===== src/rtl/dm_arb_pkg.sv =====
// Shared types and defaults for the data-memory arbiter.
package dm_arb_pkg;

    localparam int unsigned DATA_W_DEF   = 32;
    localparam int unsigned DM_DEPTH_DEF = 256;
    localparam logic [31:0] ERR_DATA_DEF = 32'hDEADBEEF;

    typedef enum logic [1:0] {
        ARB    = 2'd0,
        LOCK_A = 2'd1,
        LOCK_B = 2'd2
    } state_t;

    typedef enum logic {
        TAG_A = 1'b0,
        TAG_B = 1'b1
    } tag_t;

endpackage


===== src/rtl/dm_arb_resp_pipe.sv =====
// Read response pipeline: remembers who issued a read, captures DM read data a cycle later
// and presents it as a registered rvalid/rdata pulse to the owning requester.
module dm_arb_resp_pipe
    import dm_arb_pkg::*;
#(
    parameter int unsigned       DATA_W   = DATA_W_DEF,
    parameter logic [DATA_W-1:0] ERR_DATA = DATA_W'(ERR_DATA_DEF)
) (
    input  logic              clk,
    input  logic              rst,
    input  logic              issue_valid,
    input  tag_t              issue_tag,
    input  logic              issue_err,
    input  logic [DATA_W-1:0] dm_rdata,
    output logic              a_rvalid,
    output logic [DATA_W-1:0] a_rdata,
    output logic              b_rvalid,
    output logic [DATA_W-1:0] b_rdata,
    output logic              err
);

    logic s1_valid;
    tag_t s1_tag;
    logic s1_err;
    logic [DATA_W-1:0] cap_data;

    // A rejected read never reached DM, so substitute the error word
    assign cap_data = s1_err ? ERR_DATA : dm_rdata;

    always_ff @(posedge clk) begin
        if (rst) begin
            s1_valid <= 1'b0;
            s1_tag   <= TAG_A;
            s1_err   <= 1'b0;
            a_rvalid <= 1'b0;
            b_rvalid <= 1'b0;
            a_rdata  <= '0;
            b_rdata  <= '0;
            err      <= 1'b0;
        end else begin
            s1_valid <= issue_valid;
            s1_tag   <= issue_tag;
            s1_err   <= issue_valid & issue_err;
            a_rvalid <= s1_valid && (s1_tag == TAG_A);
            b_rvalid <= s1_valid && (s1_tag == TAG_B);
            err      <= s1_valid & s1_err;
            if (s1_valid && (s1_tag == TAG_A)) a_rdata <= cap_data;
            if (s1_valid && (s1_tag == TAG_B)) b_rdata <= cap_data;
        end
    end

endmodule


===== src/rtl/dm_arbiter.sv =====
// Round-robin arbiter sharing the single-port data memory between CPU (A) and debug/DMA (B),
// with locked sequences. Optional address range check: DM_ARB_RANGE_CHK_EN.
module dm_arbiter
    import dm_arb_pkg::*;
#(
    parameter int unsigned       DATA_W   = DATA_W_DEF,
    parameter int unsigned       DM_DEPTH = DM_DEPTH_DEF,
    parameter logic [DATA_W-1:0] ERR_DATA = DATA_W'(ERR_DATA_DEF)
) (
    input  logic              clk,
    input  logic              rst,
    input  logic              a_req,
    input  logic              a_we,
    input  logic              a_lock,
    input  logic [31:0]       a_addr,
    input  logic [DATA_W-1:0] a_wdata,
    output logic              a_gnt,
    output logic              a_rvalid,
    output logic [DATA_W-1:0] a_rdata,
    input  logic              b_req,
    input  logic              b_we,
    input  logic              b_lock,
    input  logic [31:0]       b_addr,
    input  logic [DATA_W-1:0] b_wdata,
    output logic              b_gnt,
    output logic              b_rvalid,
    output logic [DATA_W-1:0] b_rdata,
    output logic              dm_mem_read,
    output logic              dm_mem_write,
    output logic [31:0]       dm_addr,
    output logic [DATA_W-1:0] dm_wdata,
    input  logic [DATA_W-1:0] dm_rdata,
    output logic              err
);

`ifdef DM_ARB_RANGE_CHK_EN
    localparam bit RANGE_CHK = 1'b1;
`else
    localparam bit RANGE_CHK = 1'b0;
`endif
    localparam logic [31:0] ADDR_LIMIT = 32'(DM_DEPTH * 4);

    state_t state;
    logic   prefer_a;
    logic   sel_a, sel_b, any_sel;
    logic   sel_we;
    logic [31:0]       sel_addr;
    logic [DATA_W-1:0] sel_wdata;
    logic   rej, issue, pipe_err;

    // Grant selection; nothing is granted while reset is held
    always_comb begin
        sel_a = 1'b0;
        sel_b = 1'b0;
        if (!rst) begin
            case (state)
                ARB: begin
                    if (a_req && (!b_req || prefer_a)) sel_a = 1'b1;
                    else if (b_req)                    sel_b = 1'b1;
                end
                LOCK_A:  sel_a = a_req;
                LOCK_B:  sel_b = b_req;
                default: ;
            endcase
        end
    end

    assign any_sel   = sel_a | sel_b;
    assign sel_we    = sel_a ? a_we    : b_we;
    assign sel_addr  = sel_a ? a_addr  : b_addr;
    assign sel_wdata = sel_a ? a_wdata : b_wdata;

    assign rej   = RANGE_CHK && any_sel && (sel_addr >= ADDR_LIMIT);
    assign issue = any_sel & ~rej;

    assign a_gnt        = sel_a;
    assign b_gnt        = sel_b;
    assign dm_mem_read  = issue & ~sel_we;
    assign dm_mem_write = issue & sel_we;
    assign dm_addr      = issue ? sel_addr  : 32'd0;
    assign dm_wdata     = issue ? sel_wdata : '0;

    // Rejected writes flag err at grant; rejected reads flag it with their response
    assign err = (rej & sel_we) | pipe_err;

    always_ff @(posedge clk) begin
        if (rst) begin
            state    <= ARB;
            prefer_a <= 1'b1;
        end else if (sel_a) begin
            prefer_a <= 1'b0;
            state    <= a_lock ? LOCK_A : ARB;
        end else if (sel_b) begin
            prefer_a <= 1'b1;
            state    <= b_lock ? LOCK_B : ARB;
        end
    end

    dm_arb_resp_pipe #(
        .DATA_W   (DATA_W),
        .ERR_DATA (ERR_DATA)
    ) u_resp_pipe (
        .clk         (clk),
        .rst         (rst),
        .issue_valid (any_sel & ~sel_we),
        .issue_tag   (sel_b ? TAG_B : TAG_A),
        .issue_err   (rej),
        .dm_rdata    (dm_rdata),
        .a_rvalid    (a_rvalid),
        .a_rdata     (a_rdata),
        .b_rvalid    (b_rvalid),
        .b_rdata     (b_rdata),
        .err         (pipe_err)
    );

endmodule

===== config.mk =====
export PLATFORM = sky130hd
export DESIGN_NAME = dm_arbiter
export DESIGN_NICKNAME = d
export VERILOG_FILES = /design/src/rtl/dm_arb_pkg.sv /design/src/rtl/dm_arb_resp_pipe.sv /design/src/rtl/dm_arbiter.sv
export SDC_FILE = /design/constraint.sdc
export NUM_CORES = 1
export LEC_CHECK = 0
export CAP_MARGIN = 10
export CORE_AREA = 5 5 118 120
export CTS_CLUSTER_SIZE = 20
export DETAILED_ROUTE_END_ITERATION = 7
export DIE_AREA = 0 0 123 125
export GPL_TIMING_DRIVEN = 0
export PLACE_DENSITY = 0.78
export SLEW_MARGIN = 10
export SYNTH_ARGS = -nofsm -noshare
export SYNTH_HDL_FRONTEND = slang
export SYNTH_SLANG_ARGS = --single-unit

===== constraint.sdc =====
create_clock -name clk -period 1.83 [get_ports clk]
set_input_delay 0.4575 -clock clk [delete_from_list [all_inputs] [get_ports clk]]
set_output_delay 0.4575 -clock clk [all_outputs]
set_load 0.01 [all_outputs]

==> impl_results.md, run 1 <==
* Setup Crit Path Kind: reg -> out
* Number of global-route vias before repair at 5,088
* Minimum clock period at between 2 and 2.5 ns
* Fmax at around 420 MHz
* Top_reg_cell synth: dfxtp_1
* Worst path cell trace: or3b_4, buf_12, clkbuf_16, and3_4, a41o_1, buf_6
* Iter 0 DRT Violations at about 290
* Area leader, netlist: dfxtp_1
* Synth warn at 0
* Num rows at 42
* Slew Limit Fails at 0
* WP buf/inv at 3
* Clk_lat worst skew at 0.33 ns
* Area of the multi-input gates at 2260 um2
* Clock Path Buffers at 2
* Distinct cells, synth at 25
* Fin. Hold Viols at 0
* GR Overflow Total at 0
* Root Buffer: clkbuf_16
* Register Area at roughly 1400 um2
* Gr usage total at 0.227
* Final Core Density at 0.590
* Startpoint Class: flip-flop
* RSZ-0062 raised after global routing: yes
* Slowest cell on crit path: or3b_4
* Post-synthesis adder-cell area fraction at 0
* XOR/XNOR Fraction of Synth Area at 0
* Initial antenna violation count at 1
* Failing checks: negative setup slack
* Synth top area share at 0.380
* Clk slew on worst S/H paths at 0.05 ns
* Post-synth ARST share at 0
* CP max stage delay at 0.46 ns
* Full die area at 15,400 um2
* Final cell count without fillers at between 900 and 1,000
* CTS tree: yes
* Final Setup Violations at 67
* Slew margin rel. at 0.656
* TritonCTS Sinks at 71
* Worst path arrival time at 1.94 ns
* Share of layout cells above drive strength 1 at 0.223
* DRT Wirelength at between 15 and 20 mm
* Placement Setup Slack at -1.29 ns
* Cells after DPL at 957
* Hold Path Class: reg -> reg
* Routed Antenna Nets at 0
* Post-synth EDFFs at 0
* Filler Cell Count at 1,161
* First-pass iteration count of the detailed router at 5
* RePlAce Congestion at 0.898
* Worst reg-to-reg setup slack at 0.25 ns
* Via count at 5,010
* Nets at between 900 and 1,000
* Post-synthesis sequential area ratio at 0.380
* Max-cap viol count at 0
* Post-synthesis mux area share at 0
* Final total negative setup slack at -33.80 ns
* IR drop worst, VDD at roughly 0.00046 V
* Core Box Area at 12,900 um2
* Mapped Nets at 649
* Clock buffers created by TritonCTS at 9
* Mean routed wirelength per cell at around 19 um
* I/O Buffers at 300
* Synth Area in Compound Gates at 0.276
* Largest family of logic cells by synthesized area: compound AO/OA/AOI/OAI gates
* # IOs at 303
* Seq cells post-synth at just over 70
* Initial Util at 0.291
* Die width at 123 um
* Crit. End Element: primary output
* Die height at ~130 um
* Run status: finished, violations left
* Synth area leaders: dfxtp_1 38%, a41o_1 17%, nand2_1 13%, and3_1 11%, a21oi_1 8.7%
* Most common cell in the netlist: nand2_1
* Worst Path Required at 1.37 ns
* DRC viols at 0
* Area Growth Syn to Fin at 103%
* First-pass GRT wire length at between 20 and 30 mm
* Post-Syn Instances at 481
* Commonest cells post-synth: 131 x nand2_1, 71 x dfxtp_1, 65 x a21oi_1, 65 x a41o_1, 65 x and3_1
* Via-to-Cell Ratio at a little over 5
* CP top delay family: simple AND/OR/NAND/NOR gates
* Largest net degree at the start of global routing at 12
* Power Total at 4.87 mW
* Power Density at between 600 and 700 nW/um2
* H-Tree Depth at 3
* Post-Synth Simple-Gate Area at 0.263
* Leakage dissipation at 3.42 nW
* Slew @ Worst Pin at 0.516 ns
* Fin crit share at 1.31
* Critical Path Fanout Max at 7
* Post-DP HPWL at 15.0 mm
* Mean Syn Cell Area at 7.78 um2
* Clk_skew at between 0.008 and 0.009 ns
* Final setup margin at -0.563 ns
* Cell area after synthesis at 3740 um2
==> where the power goes <==
part	leakage, nW	switching (mW)	internal [mW]
Clock	0.147	0.612	1.11
Combinational	2.70	0.637	0.864
Sequential	0.577	0.0347	1.61
Total	3.42	1.28	3.58
==> state kept, by name (all words and copies together), names as in the netlist <==
| register | count |
|---|---|
| u_resp_pipe.b_rvalid | 1 |
| u_resp_pipe.s1_valid | 1 |
| u_resp_pipe.s1_tag | 1 |
| prefer_a | 1 |
| u_resp_pipe.a_rvalid | 1 |
| u_resp_pipe.a_rdata | 32 |
| state | 2 |
| u_resp_pipe.b_rdata | 32 |
==> worst reg2reg max path: cells and delay by family, from the launching register on <==
kind	cells	cell delay (ns)
buffers and inverters	2	0.68
AOI/OAI and AO/OA	1	0.16
and+or+nand+nor	2	0.32
DFF	1	0.35
==> path summary, 6_finish.rpt <==
check	startpoint	end	depth (start not counted)
hold / removal	u_resp_pipe.b_rdata[6]$_SDFFE_PP0P_	u_resp_pipe.b_rdata[6]$_SDFFE_PP0P_	2
setup reg to reg	u_resp_pipe.s1_valid$_SDFF_PP0_	u_resp_pipe.a_rdata[26]$_SDFFE_PP0P_	5
setup / recovery	prefer_a$_SDFFE_PP1P_	dm_addr[15]	6
hold reg to reg	u_resp_pipe.b_rdata[6]$_SDFFE_PP0P_	u_resp_pipe.b_rdata[6]$_SDFFE_PP0P_	2
==> stage by stage <==
step           hold slack, ns  area, um2
2_1_floorplan           0.481       4020
3_3_place_gp            0.442       7240
3_5_place_dp            0.447       7240
4_1_cts                 0.455       7490
5_1_grt                 0.476       7600
6_report                0.454       7600
==> what timing repair did <==
action,CTS,global route
gates resized for setup,331,22
buffers inserted,4,5
pin swaps,1,3
hold buffers,0,0
setup endpoints to repair,68,67
gates cloned,2,2
==> area by class of cell <==
type                       instances  share of cell area
timing repair buffer             312               0.388
multi-input combinational        348               0.298
sequential                        71               0.188
buffer                            59              0.0558
clock buffer                      11              0.0333
tap                              176              0.0290
clock inverter                     3             0.00576
inverter                           3             0.00181
antenna                            1            0.000329
==> cells by family after synthesis <==
| group | count (synthesis) |
|---|---|
| AOI/OAI and AO/OA | 138 |
| buffers and inverters | 62 |
| DFF | 71 |
| other | 1 |
| and+or+nand+nor | 209 |
==> layout by cell type, fill, tap and decap left out, drive strengths merged <==
cell / instances
a21oi: 65
bufinv: 1
diode: 1
clkinv: 3
nand2: 132
and3: 65
a41o: 65
inv: 2
or3b: 1
o211ai: 1
nor3b: 1
nand2b: 3
a211oi: 4
o21ai: 2
nor2: 3
clkdlybuf4s50: 230
nor2b: 3
a32o: 1
dfxtp: 71
buf: 95
and2: 1
clkbuf: 56
conb: 1
bufbuf: 1
==> metal layers <==
layer / global-route usage / vias up / routed length, um
met1: 0.240 / 2306 / 6580
met5: 0 / - / 0
li1: - / 2402 / -
met4: 0.102 / 0 / 794
met2: 0.410 / 261 / 9460
met3: 0.0659 / 41 / 1730
No activity file was read; power rests on OpenSTA's default activity.
==> inputs of run 2 (changes only) <==
CORE_AREA = 5 5 113 115   (was 5 5 118 120)
DIE_AREA = 0 0 118 120   (was 0 0 123 125)
PLACE_DENSITY = 0.81   (was 0.78)
clock period = 2.6 ns   (was 1.83 ns; I/O delays follow)
==> run 2 against run 1 <==
  * The flow still finishes with violations (negative setup slack)
  * Critical path depth increased by 1
  * Via count increased by 3.2%
  * Sequential power is 30% lower
  * Global-route usage grew 2.7 points
  * Final cell count down 2.6%
  * Combinational power down 31%
  * Clock power fell by 22%
  * Clock skew fell by 0.0014 ns
==> impl_results.md, run 2 (same netlist as run 1, synthesis figures left out) <==
* Crit. End Element: primary output
* Critical Path Fanout Max at 8 (+1)
* Power Density at 473 nW/um2 (-26%)
* Hold Path Class: reg -> reg
* Mean routed wirelength per cell at 20.3 um (+7.8%)
* Max-cap viol count at 0 (unchanged)
* First-pass GRT wire length at 29.0 mm (+5.7%)
* Startpoint Class: input port
* DRT Wirelength at 19.5 mm (+5.0%)
* IR drop worst, VDD at 0.000479 V (+3.5%)
* Hold path endpoint: u_resp_pipe.b_rdata[10]$_SDFFE_PP0P_
* Gr usage total at 0.254 (+0.0266)
* Clock Path Buffers at 2 (unchanged)
* Clk slew on worst S/H paths at 0.06 ns (about the same)
* Num rows at 40 (-4.8%)
* Initial antenna violation count at 0 (-1)
* Clk_lat worst skew at 0.33 ns (about the same)
* Final Setup Violations at 45 (-33%)
* Via-to-Cell Ratio at 5.40 (+6.0%)
* Largest net degree at the start of global routing at 15 (+3)
* RePlAce Congestion at 0.893 (-0.52%)
* # diodes at 0 (-1)
* Hold depth at 2 (unchanged)
* Routed Antenna Nets at 0 (unchanged)
* Leakage dissipation at 3.41 nW (-0.35%)
* Reg2Reg Depth at 4 (-1)
* Run status: finished, violations left
* Worst r2r src: state[0]$_SDFFE_PP0P_
* Post-DP HPWL at 14.8 mm (-1.7%)
* Setup Crit Path Kind: in -> out
* Die height at 120 um (-4.0%)
* Most frequent cells in the layout: 231 x clkdlybuf4s50_1, 131 x nand2_1, 70 x dfxtp_1
* Slowest cell on crit path: or3b_4
* Nets at 974 (+0.21%)
* Slew @ Worst Pin at 0.527 ns (+0.0110 ns)
* Placement Setup Slack at -0.975 ns (+0.319 ns)
* Filler Cell Count at 990 (-15%)
* Fmax at ~370 MHz
* Fin. Hold Viols at 0 (unchanged)
* Root Buffer: clkbuf_16
* Final setup margin at -0.0848 ns (+0.478 ns)
* # IOs at 303 (unchanged)
* Most frequent CP cell: buf_6
* Number of global-route vias before repair at 5,386 (+5.9%)
* Worst Path Required at 1.95 ns (+0.58 ns)
* Commonest non-fill, non-tap cell in the layout: clkdlybuf4s50_1
* I/O Buffers at 300 (unchanged)
* Minimum clock period at 2.68 ns
* Worst reg-to-reg setup slack at 1.05 ns (+0.80 ns)
* Slew margin rel. at 0.649 (-0.00731)
* Worst path arrival time at 2.03 ns (+0.09 ns)
* RSZ-0062 raised after global routing: yes
* Regs by FF count: u_resp_pipe.a_rdata x32, u_resp_pipe.b_rdata x32, state x2
* Worst path cell trace: buf_6, or3b_4, buf_8, buf_6, and3_4, a41o_1, buf_6
* Failing checks: negative setup slack
* Die width at 118 um (-4.1%)
* H-Tree Depth at 3 (unchanged)
* Clock buffers created by TritonCTS at 9 (unchanged)
* Area Growth Syn to Fin at 99.7%
* Worst r2r dst: u_resp_pipe.s1_valid$_SDFF_PP0_
* CP max stage delay at 0.48 ns (+0.02 ns)
* Cells after DPL at 928 (-3.0%)
* GR Overflow Total at 0 (unchanged)
* Full die area at 14,200 um2 (-7.9%)
* Fin crit share at 1.03
* Initial Util at 0.319 (+0.0289)
* Min-delay src: u_resp_pipe.b_rdata[10]$_SDFFE_PP0P_
* CTS Hold Bufs at 0 (unchanged)
* First-pass iteration count of the detailed router at 5 (unchanged)
* CTS tree: yes
* TritonCTS Sinks at 71 (unchanged)
* Clk_skew at 0.00744 ns (-0.00142 ns)
* Core Box Area at 11,700 um2 (-9.0%)
* Power Total at 3.53 mW (-27%)
* Via count at 5,170 (+3.2%)
* Slew Limit Fails at 0 (unchanged)
* Final cell count without fillers at 958 (-2.6%)
* Share of layout cells above drive strength 1 at 0.213 (-0.00973)
* Iter 0 DRT Violations at 368 (+28%)
* DRC viols at 0 (unchanged)
[run 2: changes by cell type in the layout (fill, tap and decap cells not counted), moves of 3 or more]
cell,previous run,this run
clkbuf_8,9,4
clkdlybuf4s15_2,0,3
and3_4,44,38
buf_4,9,6
and3_1,21,27
buf_8,5,2
buf_2,49,56
[run 2: layout make-up]
| cell class | instances | area, um2 | area share |
|---|---|---|---|
| Buffer | 59 | 369 | 0.0494 |
| Clock buffer | 9 | 225 | 0.0302 |
| Clock inverter | 7 | 103 | 0.0137 |
| Inverter | 3 | 16.3 | 0.00218 |
| Multi-Input combinational cell | 348 | 2230 | 0.298 |
| Sequential cell | 71 | 1420 | 0.190 |
| Tap cell | 147 | 184 | 0.0246 |
| Timing Repair Buffer | 314 | 2920 | 0.391 |
[run 2: worst max path at each step]
| stage | startpoint | cells after the start | to |
|---|---|---|---|
| after floorplan | rst | 6 | dm_wdata[22] |
| after global placement | a_req | 7 | dm_wdata[15] |
| after detailed placement | a_req | 7 | dm_wdata[17] |
| after CTS | b_req | 7 | dm_wdata[19] |
| after global routing | b_req | 8 | dm_addr[24] |
| final | b_req | 7 | dm_addr[24] |
[run 2: per-layer routing]
| metal | track usage | wire length, um | vias up |
|---|---|---|---|
| li1 | - | - | 2391 |
| met1 | 0.260 | 6890 | 2420 |
| met2 | 0.457 | 9880 | 309 |
| met3 | 0.0947 | 1870 | 50 |
| met4 | 0.118 | 852 | 0 |
| met5 | 0 | 0 | - |
[run 2: per-stage QoR]
stage               utilization  area (um2)  TNS (ns)  hold slack (ns)
finish                    0.638        7470     -1.66            0.455
global route              0.638        7470     -3.28            0.474
CTS                       0.628        7350     -1.47            0.457
detailed placement        0.592        6930    -54.74            0.448
global placement          0.592        6930    -52.59            0.441
floorplan                     -        3740         0            0.481
[run 2: what timing repair did]
action,CTS,global route
pin swaps,24,12
setup endpoints to repair,68,58
resized for setup,351,31
buffers inserted,4,1
cloned,7,2
[run 2: critical path: cells and delay by family]
kind,cells,cell delay [ns]
buffers and inverters,4,0.51
AOI/OAI and AO/OA,1,0.24
and+or+nand+nor,2,0.63
[run 2: power by group]
| group | internal (mW) | switching (mW) | total (mW) |
|---|---|---|---|
| registers | 1.13 | 0.0255 | 1.15 |
| clock network | 0.853 | 0.486 | 1.34 |
| logic | 0.579 | 0.457 | 1.04 |
| total | 2.56 | 0.968 | 3.53 |
==> inputs of run 3 (changes only) <==
CTS_CLUSTER_DIAMETER = 120   (was default)
==> results of run 3 <==
The final DEF is identical to that of run 2; final timing and power are the same.
